--- config.mk ---
export PLATFORM = sky130hd
export DESIGN_NAME = procyon_victim_buffer_flat
export DESIGN_NICKNAME = d
export VERILOG_FILES = /design/src/rtl/procyon_victim_buffer_if.sv /design/src/rtl/procyon_victim_buffer.sv /design/src/flat_wrapper.sv
export SDC_FILE = /design/constraint.sdc
export NUM_CORES = 2
export LEC_CHECK = 0
export CAP_MARGIN = 20
export CELL_PAD_IN_SITES_DETAIL_PLACEMENT = 1
export CELL_PAD_IN_SITES_GLOBAL_PLACEMENT = 2
export CORE_MARGIN = 1
export CORE_UTILIZATION = 45
export CTS_CLUSTER_DIAMETER = 100
export DETAILED_ROUTE_END_ITERATION = 6
export PLACE_DENSITY_LB_ADDON = 0.1
export SLEW_MARGIN = 20
export SYNTH_ARGS = -nofsm -noshare
export SYNTH_HDL_FRONTEND = slang
export SYNTH_SLANG_ARGS = --single-unit
export TNS_END_PERCENT = 100
--- constraint.sdc ---
create_clock -name clk -period 11.8 [get_ports clk]
set_input_delay 1.18 -clock clk [delete_from_list [all_inputs] [get_ports clk]]
set_output_delay 1.18 -clock clk [all_outputs]
set_load 0.005 [all_outputs]
--- src/rtl/procyon_victim_buffer_if.sv ---
// Victim buffer port bundle: victim enqueue, occupancy status, line lookup and the
// valid/ready write-back beat channel toward memory.
interface procyon_victim_buffer_if #(
  parameter int OPTN_ADDR_WIDTH   = 32,
  parameter int OPTN_DC_LINE_SIZE = 32,
  parameter int OPTN_MEM_IF_WIDTH = 64
);
  localparam int DC_LINE_WIDTH = OPTN_DC_LINE_SIZE * 8;

  logic                         i_victim_en;
  logic [OPTN_ADDR_WIDTH-1:0]   i_victim_addr;
  logic [DC_LINE_WIDTH-1:0]     i_victim_data;
  logic                         o_full;
  logic                         o_empty;
  logic                         o_overflow;
  logic [OPTN_ADDR_WIDTH-1:0]   i_lookup_addr;
  logic                         o_lookup_hit;
  logic [DC_LINE_WIDTH-1:0]     o_lookup_data;
  logic                         o_wb_valid;
  logic                         i_wb_ready;
  logic [OPTN_ADDR_WIDTH-1:0]   o_wb_addr;
  logic [OPTN_MEM_IF_WIDTH-1:0] o_wb_data;
  logic                         o_wb_last;

  modport slave (
    input  i_victim_en, i_victim_addr, i_victim_data, i_lookup_addr, i_wb_ready,
    output o_full, o_empty, o_overflow, o_lookup_hit, o_lookup_data,
           o_wb_valid, o_wb_addr, o_wb_data, o_wb_last
  );

  modport master (
    output i_victim_en, i_victim_addr, i_victim_data, i_lookup_addr, i_wb_ready,
    input  o_full, o_empty, o_overflow, o_lookup_hit, o_lookup_data,
           o_wb_valid, o_wb_addr, o_wb_data, o_wb_last
  );
endinterface

--- src/rtl/procyon_victim_buffer.sv ---
// Dirty-victim FIFO: buffers evicted dcache lines, drains each one to memory as a burst
// of beats, and lets fill logic see lines that have not yet reached memory.
module procyon_victim_buffer #(
  parameter int OPTN_ADDR_WIDTH   = 32,
  parameter int OPTN_DC_LINE_SIZE = 32,
  parameter int OPTN_VQ_DEPTH     = 4,
  parameter int OPTN_MEM_IF_WIDTH = 64
) (
  input  logic                   clk,
  input  logic                   rst,
  procyon_victim_buffer_if.slave vb
);
  localparam int DC_LINE_WIDTH = OPTN_DC_LINE_SIZE * 8;
  localparam int WB_BEATS      = DC_LINE_WIDTH / OPTN_MEM_IF_WIDTH;
  localparam int OFFSET_W      = $clog2(OPTN_DC_LINE_SIZE);
  localparam int PTR_W         = $clog2(OPTN_VQ_DEPTH);
  localparam int CNT_W         = PTR_W + 1;
  localparam int BEAT_W        = (WB_BEATS > 1) ? $clog2(WB_BEATS) : 1;
  localparam int BEAT_BYTES    = OPTN_MEM_IF_WIDTH / 8;

  localparam logic [BEAT_W-1:0]          LAST_BEAT = BEAT_W'(WB_BEATS - 1);
  localparam logic [CNT_W-1:0]           DEPTH_CNT = CNT_W'(OPTN_VQ_DEPTH);
  localparam logic [OPTN_ADDR_WIDTH-1:0] LINE_MASK = {OPTN_ADDR_WIDTH{1'b1}} << OFFSET_W;

  typedef enum logic {
    IDLE,
    SEND
  } state_e;

  state_e                     state_q;
  logic [OPTN_ADDR_WIDTH-1:0] addr_q [OPTN_VQ_DEPTH];
  logic [DC_LINE_WIDTH-1:0]   data_q [OPTN_VQ_DEPTH];
  logic [OPTN_VQ_DEPTH-1:0]   valid_q;
  logic [PTR_W-1:0]           head_q, tail_q;
  logic [CNT_W-1:0]           count_q, count_d;
  logic [BEAT_W-1:0]          beat_q, beat_d;
  logic                       overflow_q, wb_valid_q, wb_last_q;
  logic                       full, push, xfer, pop;
  logic                       lk_hit;
  logic [DC_LINE_WIDTH-1:0]   lk_data;
  logic [PTR_W-1:0]           lk_idx;

  assign full = (count_q == DEPTH_CNT);
  assign push = vb.i_victim_en & ~full;
  assign xfer = wb_valid_q & vb.i_wb_ready;
  assign pop  = xfer & wb_last_q;

  // NOTE: every variable gets a default before any conditional update so no latch is inferred.
  always_comb begin
    count_d = count_q;
    if (push && !pop) begin
      count_d = count_q + CNT_W'(1);
    end else if (pop && !push) begin
      count_d = count_q - CNT_W'(1);
    end
    beat_d = beat_q;
    if (pop) begin
      beat_d = '0;
    end else if (xfer) begin
      beat_d = beat_q + BEAT_W'(1);
    end
  end

  // NOTE: line storage carries no reset; valid_q alone decides whether an entry is live.
  always_ff @(posedge clk) begin
    if (push) begin
      addr_q[tail_q] <= vb.i_victim_addr & LINE_MASK;
      data_q[tail_q] <= vb.i_victim_data;
    end
  end

  // NOTE: all sequential state uses non-blocking assignments so every block sees pre-edge values.
  always_ff @(posedge clk or posedge rst) begin
    if (rst) begin
      valid_q    <= '0;
      head_q     <= '0;
      tail_q     <= '0;
      count_q    <= '0;
      beat_q     <= '0;
      overflow_q <= 1'b0;
    end else begin
      count_q    <= count_d;
      beat_q     <= beat_d;
      overflow_q <= vb.i_victim_en & full;
      if (push) begin
        valid_q[tail_q] <= 1'b1;
        tail_q          <= tail_q + PTR_W'(1);
      end
      if (pop) begin
        valid_q[head_q] <= 1'b0;
        head_q          <= head_q + PTR_W'(1);
      end
    end
  end

  // Decisions use count_d so a line enqueued this edge is offered on the very next cycle.
  always_ff @(posedge clk or posedge rst) begin
    if (rst) begin
      state_q    <= IDLE;
      wb_valid_q <= 1'b0;
      wb_last_q  <= 1'b0;
    end else begin
      case (state_q)
        IDLE: begin
          if (count_d != '0) begin
            state_q    <= SEND;
            wb_valid_q <= 1'b1;
            wb_last_q  <= (beat_d == LAST_BEAT);
          end
        end
        SEND: begin
          if (pop && (count_d == '0)) begin
            state_q    <= IDLE;
            wb_valid_q <= 1'b0;
            wb_last_q  <= 1'b0;
          end else begin
            wb_last_q  <= (beat_d == LAST_BEAT);
          end
        end
      endcase
    end
  end

  // Scan oldest to newest so the last match, the entry nearest tail, wins.
  always_comb begin
    lk_hit  = 1'b0;
    lk_data = '0;
    lk_idx  = head_q;
    for (int i = 0; i < OPTN_VQ_DEPTH; i++) begin
      lk_idx = head_q + PTR_W'(i);
      if (valid_q[lk_idx] && (addr_q[lk_idx] == (vb.i_lookup_addr & LINE_MASK))) begin
        lk_hit  = 1'b1;
        lk_data = data_q[lk_idx];
      end
    end
  end

  assign vb.o_full        = full;
  assign vb.o_empty       = (count_q == '0);
  assign vb.o_overflow    = overflow_q;
  assign vb.o_lookup_hit  = lk_hit;
  assign vb.o_lookup_data = lk_data;
  assign vb.o_wb_valid    = wb_valid_q;
  assign vb.o_wb_last     = wb_last_q;
  assign vb.o_wb_addr     = addr_q[head_q]
                          + OPTN_ADDR_WIDTH'(beat_q) * OPTN_ADDR_WIDTH'(BEAT_BYTES);
  assign vb.o_wb_data     = data_q[head_q][int'(beat_q) * OPTN_MEM_IF_WIDTH +: OPTN_MEM_IF_WIDTH];
endmodule
--- src/flat_wrapper.sv ---
// flat-port wrapper written by rule: the top's interface ports become plain ports
module procyon_victim_buffer_flat 
#(
  parameter int OPTN_ADDR_WIDTH   = 32,
  parameter int OPTN_DC_LINE_SIZE = 32,
  parameter int OPTN_VQ_DEPTH     = 4,
  parameter int OPTN_MEM_IF_WIDTH = 64
)
  (clk, rst, vb_i_victim_en, vb_i_victim_addr, vb_i_victim_data, vb_i_lookup_addr, vb_i_wb_ready, vb_o_full, vb_o_empty, vb_o_overflow, vb_o_lookup_hit, vb_o_lookup_data, vb_o_wb_valid, vb_o_wb_addr, vb_o_wb_data, vb_o_wb_last);
  procyon_victim_buffer_if #(.OPTN_ADDR_WIDTH(OPTN_ADDR_WIDTH), .OPTN_DC_LINE_SIZE(OPTN_DC_LINE_SIZE), .OPTN_MEM_IF_WIDTH(OPTN_MEM_IF_WIDTH)) vb_i ();
  input  logic clk;
  input  logic rst;
  input wire logic [$bits(vb_i.i_victim_en)-1:0] vb_i_victim_en;
  input wire logic [$bits(vb_i.i_victim_addr)-1:0] vb_i_victim_addr;
  input wire logic [$bits(vb_i.i_victim_data)-1:0] vb_i_victim_data;
  input wire logic [$bits(vb_i.i_lookup_addr)-1:0] vb_i_lookup_addr;
  input wire logic [$bits(vb_i.i_wb_ready)-1:0] vb_i_wb_ready;
  output wire logic [$bits(vb_i.o_full)-1:0] vb_o_full;
  output wire logic [$bits(vb_i.o_empty)-1:0] vb_o_empty;
  output wire logic [$bits(vb_i.o_overflow)-1:0] vb_o_overflow;
  output wire logic [$bits(vb_i.o_lookup_hit)-1:0] vb_o_lookup_hit;
  output wire logic [$bits(vb_i.o_lookup_data)-1:0] vb_o_lookup_data;
  output wire logic [$bits(vb_i.o_wb_valid)-1:0] vb_o_wb_valid;
  output wire logic [$bits(vb_i.o_wb_addr)-1:0] vb_o_wb_addr;
  output wire logic [$bits(vb_i.o_wb_data)-1:0] vb_o_wb_data;
  output wire logic [$bits(vb_i.o_wb_last)-1:0] vb_o_wb_last;
  assign vb_i.i_victim_en = vb_i_victim_en;
  assign vb_i.i_victim_addr = vb_i_victim_addr;
  assign vb_i.i_victim_data = vb_i_victim_data;
  assign vb_i.i_lookup_addr = vb_i_lookup_addr;
  assign vb_i.i_wb_ready = vb_i_wb_ready;
  assign vb_o_full = vb_i.o_full;
  assign vb_o_empty = vb_i.o_empty;
  assign vb_o_overflow = vb_i.o_overflow;
  assign vb_o_lookup_hit = vb_i.o_lookup_hit;
  assign vb_o_lookup_data = vb_i.o_lookup_data;
  assign vb_o_wb_valid = vb_i.o_wb_valid;
  assign vb_o_wb_addr = vb_i.o_wb_addr;
  assign vb_o_wb_data = vb_i.o_wb_data;
  assign vb_o_wb_last = vb_i.o_wb_last;
  procyon_victim_buffer #(.OPTN_ADDR_WIDTH(OPTN_ADDR_WIDTH), .OPTN_DC_LINE_SIZE(OPTN_DC_LINE_SIZE), .OPTN_VQ_DEPTH(OPTN_VQ_DEPTH), .OPTN_MEM_IF_WIDTH(OPTN_MEM_IF_WIDTH)) u_core (.clk(clk), .rst(rst), .vb(vb_i));
endmodule
Word level (Yosys, flattened, before mapping)
Memories as Yosys holds them, arrays and structs flattened.
Index checks and enable logic that the tools add are counted.
{"block": "op_classes", "muxes": 37, "order_cmp": 7, "n_reduce_logical": 15, "n_bitwise": 9, "n_shift": 1, "eq_ne": 8, "n_addsub": 8}
{"operator": "256-bit 2-to-1 mux", "n": 4}
{"operator": "256-bit by 9-bit variable part select with 64-bit output", "n": 1}
{"operator": "32-bit == test", "n": 4}
{"operator": "32-bit by 5-bit adder with 32-bit output", "n": 1}
{"operator": "1-bit 2-to-1 mux", "n": 18}
{"operator": "2-bit by 3-bit < comparator with 1-bit output (second input constant)", "n": 5}
{"operator": "1-bit logical AND", "n": 9}
{"operator": "1-bit binary-select mux with 2-bit select", "n": 4}
{"operator": "4-bit 2-to-1 mux", "n": 2}
{"operator": "2-bit by 1-bit adder with 2-bit output (second input constant)", "n": 3}
{"operator": "3-bit zero test", "n": 2}
{"operator": "3-bit 2-to-1 mux", "n": 2}
{"operator": "1-bit one-hot mux with 2 select lines", "n": 3}
{"operator": "2-bit adder (second input constant)", "n": 2}
{"operator": "1-bit AND", "n": 4}
{"operator": "4-bit AND", "n": 1}
{"operator": "1-bit demux with 2-bit select", "n": 2}
{"operator": "2-bit by 1-bit >= comparator with 1-bit output (second input constant)", "n": 2}
{"operator": "2-bit 2-to-1 mux", "n": 2}
{"operator": "4-bit NOT", "n": 1}
{"operator": "4-bit bitwise OR", "n": 1}
{"operator": "3-bit by 1-bit adder with 3-bit output (second input constant)", "n": 1}
{"operator": "3-bit == test (second input constant)", "n": 1}
{"operator": "3-bit nonzero test", "n": 1}
{"operator": "7 further kinds", "n": 9}
{"block": "totals", "out_inout_bits": 358, "regBits": 17, "in_bits": 324, "n_memories": 2, "ram_bits": 1132, "elab_cells": 96}
{"name": "u_core.data_q", "depth": 4, "width": 256, "read_ports": 4, "rd_clocked_by_memory_dff": 0, "wr": 1, "line_no": "procyon_victim_buffer.sv:32", "text": "logic [DC_LINE_WIDTH-1:0] data_q [OPTN_VQ_DEPTH];"}
{"name": "u_core.addr_q", "depth": 4, "width": 27, "read_ports": 4, "rd_clocked_by_memory_dff": 0, "wr": 1, "line_no": "procyon_victim_buffer.sv:31", "text": "logic [OPTN_ADDR_WIDTH-1:0] addr_q [OPTN_VQ_DEPTH];"}

Longest topological paths before layout
{"block": "depth", "ltp_word": 11, "depth_mapped": 24, "ltp_nobuf": 10}

Worst setup path after synthesis
OpenSTA, ideal clock, no wires.
{"block": "synth_timing", "kind": "input to register", "from": "in vb_i_victim_en", "to": "mem u_core.addr_q[0][0] in the netlist's numbering (enable)", "path_slack_ns": 3.068, "setup_ns": 0.681, "arrival_ns": 8.051, "required_ns": 11.119, "n_path_buf": 0, "stages": 2, "cell_sequence": "a21boi_1 -> and2_1"}
{"block": "synth_via", "elab_chain_cells": 3}
{"element": "start, declared", "line_no": "flat_wrapper.sv:13", "text": "input wire logic [$bits(vb_i.i_victim_en)-1:0] vb_i_victim_en;"}
{"element": "1-bit AND", "line_no": "procyon_victim_buffer.sv:44", "text": "assign push = vb.i_victim_en & ~full;"}
{"element": "1-bit 2-to-1 mux", "line_no": "procyon_victim_buffer.sv:66", "text": "if (push) begin"}
{"element": "1-bit 2-to-1 mux (implied by the code)", "line_no": "procyon_victim_buffer.sv:67", "text": "addr_q[tail_q] <= vb.i_victim_addr & LINE_MASK;"}
{"element": "end, declared", "line_no": "procyon_victim_buffer.sv:31"}
No other way between the ends.

Worst setup path in the final report
{"block": "layout_timing", "from": "reg u_core.head_q[1]", "to": "out vb_o_lookup_data[128]"}
{"block": "layout_via", "elab_chain_cells": 7, "word_cells_on_any_way": 25, "cone_classes": "add/sub: 3; eq/ne: 4; mux: 12; reduce/logical: 4; memory: 2"}
{"element": "start, declared", "line_no": "procyon_victim_buffer.sv:34", "text": "logic [PTR_W-1:0] head_q, tail_q;"}
{"element": "start signal, assigned", "line_no": "procyon_victim_buffer.sv:91", "text": "head_q <= head_q + PTR_W'(1);"}
{"element": "2-bit by 1-bit adder with 2-bit output, or another cell as far along", "line_no": "procyon_victim_buffer.sv:130", "text": "lk_idx = head_q + PTR_W'(i);"}
{"element": "memory read 4 x 27 bit, or another cell as far along"}
{"element": "32-bit == test, or another cell as far along", "line_no": "procyon_victim_buffer.sv:131", "text": "if (valid_q[lk_idx] && (addr_q[lk_idx] == (vb.i_lookup_addr & LINE_MASK))) begin"}
{"element": "1-bit logical AND or 256-bit 2-to-1 mux (tied branches)", "line_no": "procyon_victim_buffer.sv:131"}
{"element": "256-bit 2-to-1 mux (2 in a row)", "line_no": "procyon_victim_buffer.sv:131"}
{"element": "256-bit 2-to-1 mux *", "line_no": "procyon_victim_buffer.sv:131"}
{"element": "end, declared", "line_no": "flat_wrapper.sv:22", "text": "output wire logic [$bits(vb_i.o_lookup_data)-1:0] vb_o_lookup_data;"}
Every way passes the cells marked *; elsewhere a longest branch is shown, timed or not. The select of a mux whose other input is x is not followed.

==> key figures <==
Route
  • Wire per inst: between 30 and 40 um
  • Pre-antenna DRT Iters: 5
  • Routed via count: 52162
  • DR DRC count: 0
  • Final WL: 256000 um
  • Post-DR vias/cell: 7.04
  • Post-route ant nets: 0
  • Starting DRT DRC Count: ~5700

Place
  • Post-DP HPWL: 168000 um
  • DP Cell Count: a little over 7000
  • Final RePlAce weighted congestion: ~0.83
  • PortBufs: 668

Status
  • Run status: finished clean

STA
  • Unrepaired setup endpoints after global routing: false
  • Worst Tran Pin Value: around 1.3 ns
  • Slew Limit Fails: 0
  • Skew final: about 0.021 ns
  • Headroom to the max-slew limit: 15.6%
  • Setup violators final: 0
  • Tcrit/Tclk final: between 80% and 90%
  • Setup TNS: 0 ns
  • Final Hold Fails: 0
  • Fin crit period: 9.46 ns
  • Fmax: 0.106 GHz
  • Final hold slack: 0.523 ns

Pwr
  • Seq pwr share: 47.1%
  • P_leak: 0.0269 uW
  • Sw frac: 27.8%
  • VDD IR max: 169 uV
  • Internal Power: a little over 9000 uW
  • Gate power share: 18.8%
  • Net Sw Power: approximately 3500 uW
  • Pwr dens: 145 nW/um2
  • Clock share of power: between 30% and 40%

Yosys
  • Post-synthesis sequential area ratio: 45.7%
  • Commonest register cell after synthesis: edfxtp_1
  • Post-Syn Area per Cell: between 15 and 20 um2
  • Synth warnings: 0
  • Number of synthesized register bits: 1149
  • Cells after synthesis: roughly 4700
  • Synth async-reset ratio: 1.48%
  • Syn Std Cell Area: 75200 um2
  • EDFF count, synth: 1132
  • Netlist cell types: 62

Floorplan
  • Die area: 169000 um2
  • Die W: 411 um
  • Initial Util: 45.5%
  • Ports: 682
  • Die Y: 411 um
  • Core Area: 166000 um2
  • Rows: 149

Global route
  • Vias in the first global route: slightly above 50000
  • Total grt overflow: 0
  • Initial antenna violation count: 105
  • First-pass GRT wire length: 367000 um
  • Largest net degree at the start of global routing: 152
  • Total GRT Usage: 30.0%

CTS
  • Clock transition at path regs: about 0.050 ns
  • Clk Latency, worst-skew pair: 0.79 ns
  • Clock buffer count from CTS: around 140
  • CTS root buf: clkbuf_16
  • Setup Fix Bufs, Post-CTS: 0
  • CTS Buffer Depth: 3
  • Hold Buf Count CTS: 0
  • CTS H-tree lvls: 4
  • Clk sinks: 1149
  • Post-cts resize count: 0
  • CTS tree: yes

Min path
  • Hold depth: 1
  • Min-Delay Path Class: flop to flop

Layout
  • Most common cell after layout, fill and taps aside: mux4_2
  • Area Growth Syn to Fin: 16.8%
  • Multi-input gate area: about 38000 um2
  • Finished Layout Cells: 7414
  • Register area: 34400 um2
  • # nets final: around 5400
  • Most frequent cells in the layout: mux4_2 (1151), edfxtp_1 (1132), clkdlybuf4s50_1 (668)
  • Layout filler cell count: 15362
  • Proportion of layout cells with a drive suffix above 1: 30.3%

Worst setup path
  • CP max FO: slightly above 60
  • Crit. End Element: primary output
  • Worst path required time: ~11 ns
  • WP data arrival: 8.28 ns
  • Critical path type: flop to primary output
  • Worst-case reg-to-reg path depth: 6
  • CP startpoint kind: flop

Run
  • Maximum capacitance violations: 0
Yosys cell counts, types with 4 or more instances:
| master | instances | area (um2) |
|---|---|---|
| a211oi_1 | 4 | 30.0 |
| a21boi_0 | 130 | 976 |
| a21oi_1 | 18 | 90.1 |
| a221oi_1 | 5 | 43.8 |
| a22oi_1 | 9 | 67.6 |
| a2bb2oi_1 | 7 | 61.3 |
| a31oi_1 | 131 | 820 |
| a41oi_1 | 13 | 114 |
| a41oi_2 | 113 | 1840 |
| and2_1 | 10 | 62.6 |
| buf_1 | 72 | 270 |
| buf_2 | 123 | 616 |
| buf_4 | 22 | 165 |
| buf_6 | 31 | 349 |
| clkbuf_1 | 276 | 1040 |
| dfrtp_1 | 17 | 425 |
| edfxtp_1 | 1132 | 34000 |
| ha_1 | 11 | 138 |
| inv_1 | 28 | 105 |
| mux2_2 | 10 | 113 |
| mux2i_1 | 105 | 1050 |
| mux4_2 | 1151 | 25900 |
| nand2_1 | 278 | 1040 |
| nand3_1 | 263 | 1320 |
| nand4_1 | 10 | 62.6 |
| nor2_1 | 281 | 1050 |
| nor3_1 | 6 | 30.0 |
| nor3b_1 | 130 | 976 |
| nor4_1 | 9 | 56.3 |
| o2111ai_1 | 5 | 43.8 |
| o211ai_1 | 136 | 1020 |
| o21ai_0 | 25 | 125 |
| o22ai_1 | 10 | 62.6 |
| o2bb2ai_1 | 4 | 35.0 |
| xnor2_1 | 71 | 622 |
| xor2_1 | 24 | 210 |
final timing paths:
path,startpoint,end,slack [ns]
setup / recovery,u_core.head_q[1],vb_o_lookup_data[128],2.34
hold / removal,u_core.state_q,u_core.vb.o_wb_valid,0.52
setup reg to reg,u_core.count_q[1],u_core.data_q[2][164],7.58
hold reg to reg,u_core.state_q,u_core.vb.o_wb_valid,0.52
max in group asynchronous,rst,u_core.head_q[1],10.28
min in group asynchronous,rst,u_core.count_q[2],0.87
logic make-up after synthesis:
logic type,Yosys count,synth area share (%)
simple gates,1000,6.24
other cells,1,0.00498
buf+inv,553,3.38
xor+xnor,95,1.11
compound gates,631,7.34
fa+ha+maj,11,0.183
flops,1149,45.7
mux,1266,36.0
sequential cells by signal (all words and copies together) (netlist names):
register	flops
u_core.data_q	1024
u_core.tail_q	2
u_core.head_q	2
u_core.valid_q	4
u_core.count_q	3
u_core.state_q	1
u_core.vb.o_overflow	1
u_core.vb.o_wb_last	1
u_core.vb.o_wb_valid	1
u_core.beat_q	2
u_core.addr_q	108
stage by stage:
step                setup WS (ns)  util (%)  total power (uW)  instance area, um2
detailed placement           3.07      50.3              8430               83200
finish                       2.34      53.1             12700               87900
global placement             3.11      50.3              8340               83200
global route                 1.90      53.0             13100               87800
floorplan                    3.07         -              7560               75300
CTS                          2.19      53.0             12800               87800
critical path: stages (launching register included):
cell             delay (ns)
dfrtp_4                0.88
inv_1                  0.34
ha_4                   0.78
buf_4                  0.56
mux4_2                 0.57
a22oi_1                0.23
nand4_1                0.15
nor4_1                 0.62
and3_4                 0.69
and2_4                 0.90
buf_4                  0.54
nand3_1                0.15
a41oi_2                0.24
clkdlybuf4s50_1        0.74
power groups by stage:
stage	Combinational (uW)	Clock (uW)	Sequential (uW)
floorplan	1490	0	6080
global placement	2390	0	5950
detailed placement	2400	0	6030
CTS	2410	4410	5950
global route	2510	4540	6060
finish	2390	4330	5980
cell type report:
class	instances	area share [%]
Multi-Input combinational cell	3006	43.7
Sequential cell	1149	39.2
Timing Repair Buffer	753	8.57
Clock buffer	183	4.33
Tap cell	2189	3.12
Clock inverter	67	0.865
Inverter	29	0.124
Antenna cell	38	0.108
layer usage:
layer	up-vias	share of wire (%)	GRT usage, %	wire length [um]
met5	-	0.18	0	454
met4	64	3.3	10.2	8360
met3	374	10	7.83	26200
met2	2508	46	45.0	118000
met1	28234	40	42.4	103000
li1	20982	-	-	-
No activity file was read; power rests on OpenSTA's default activity.
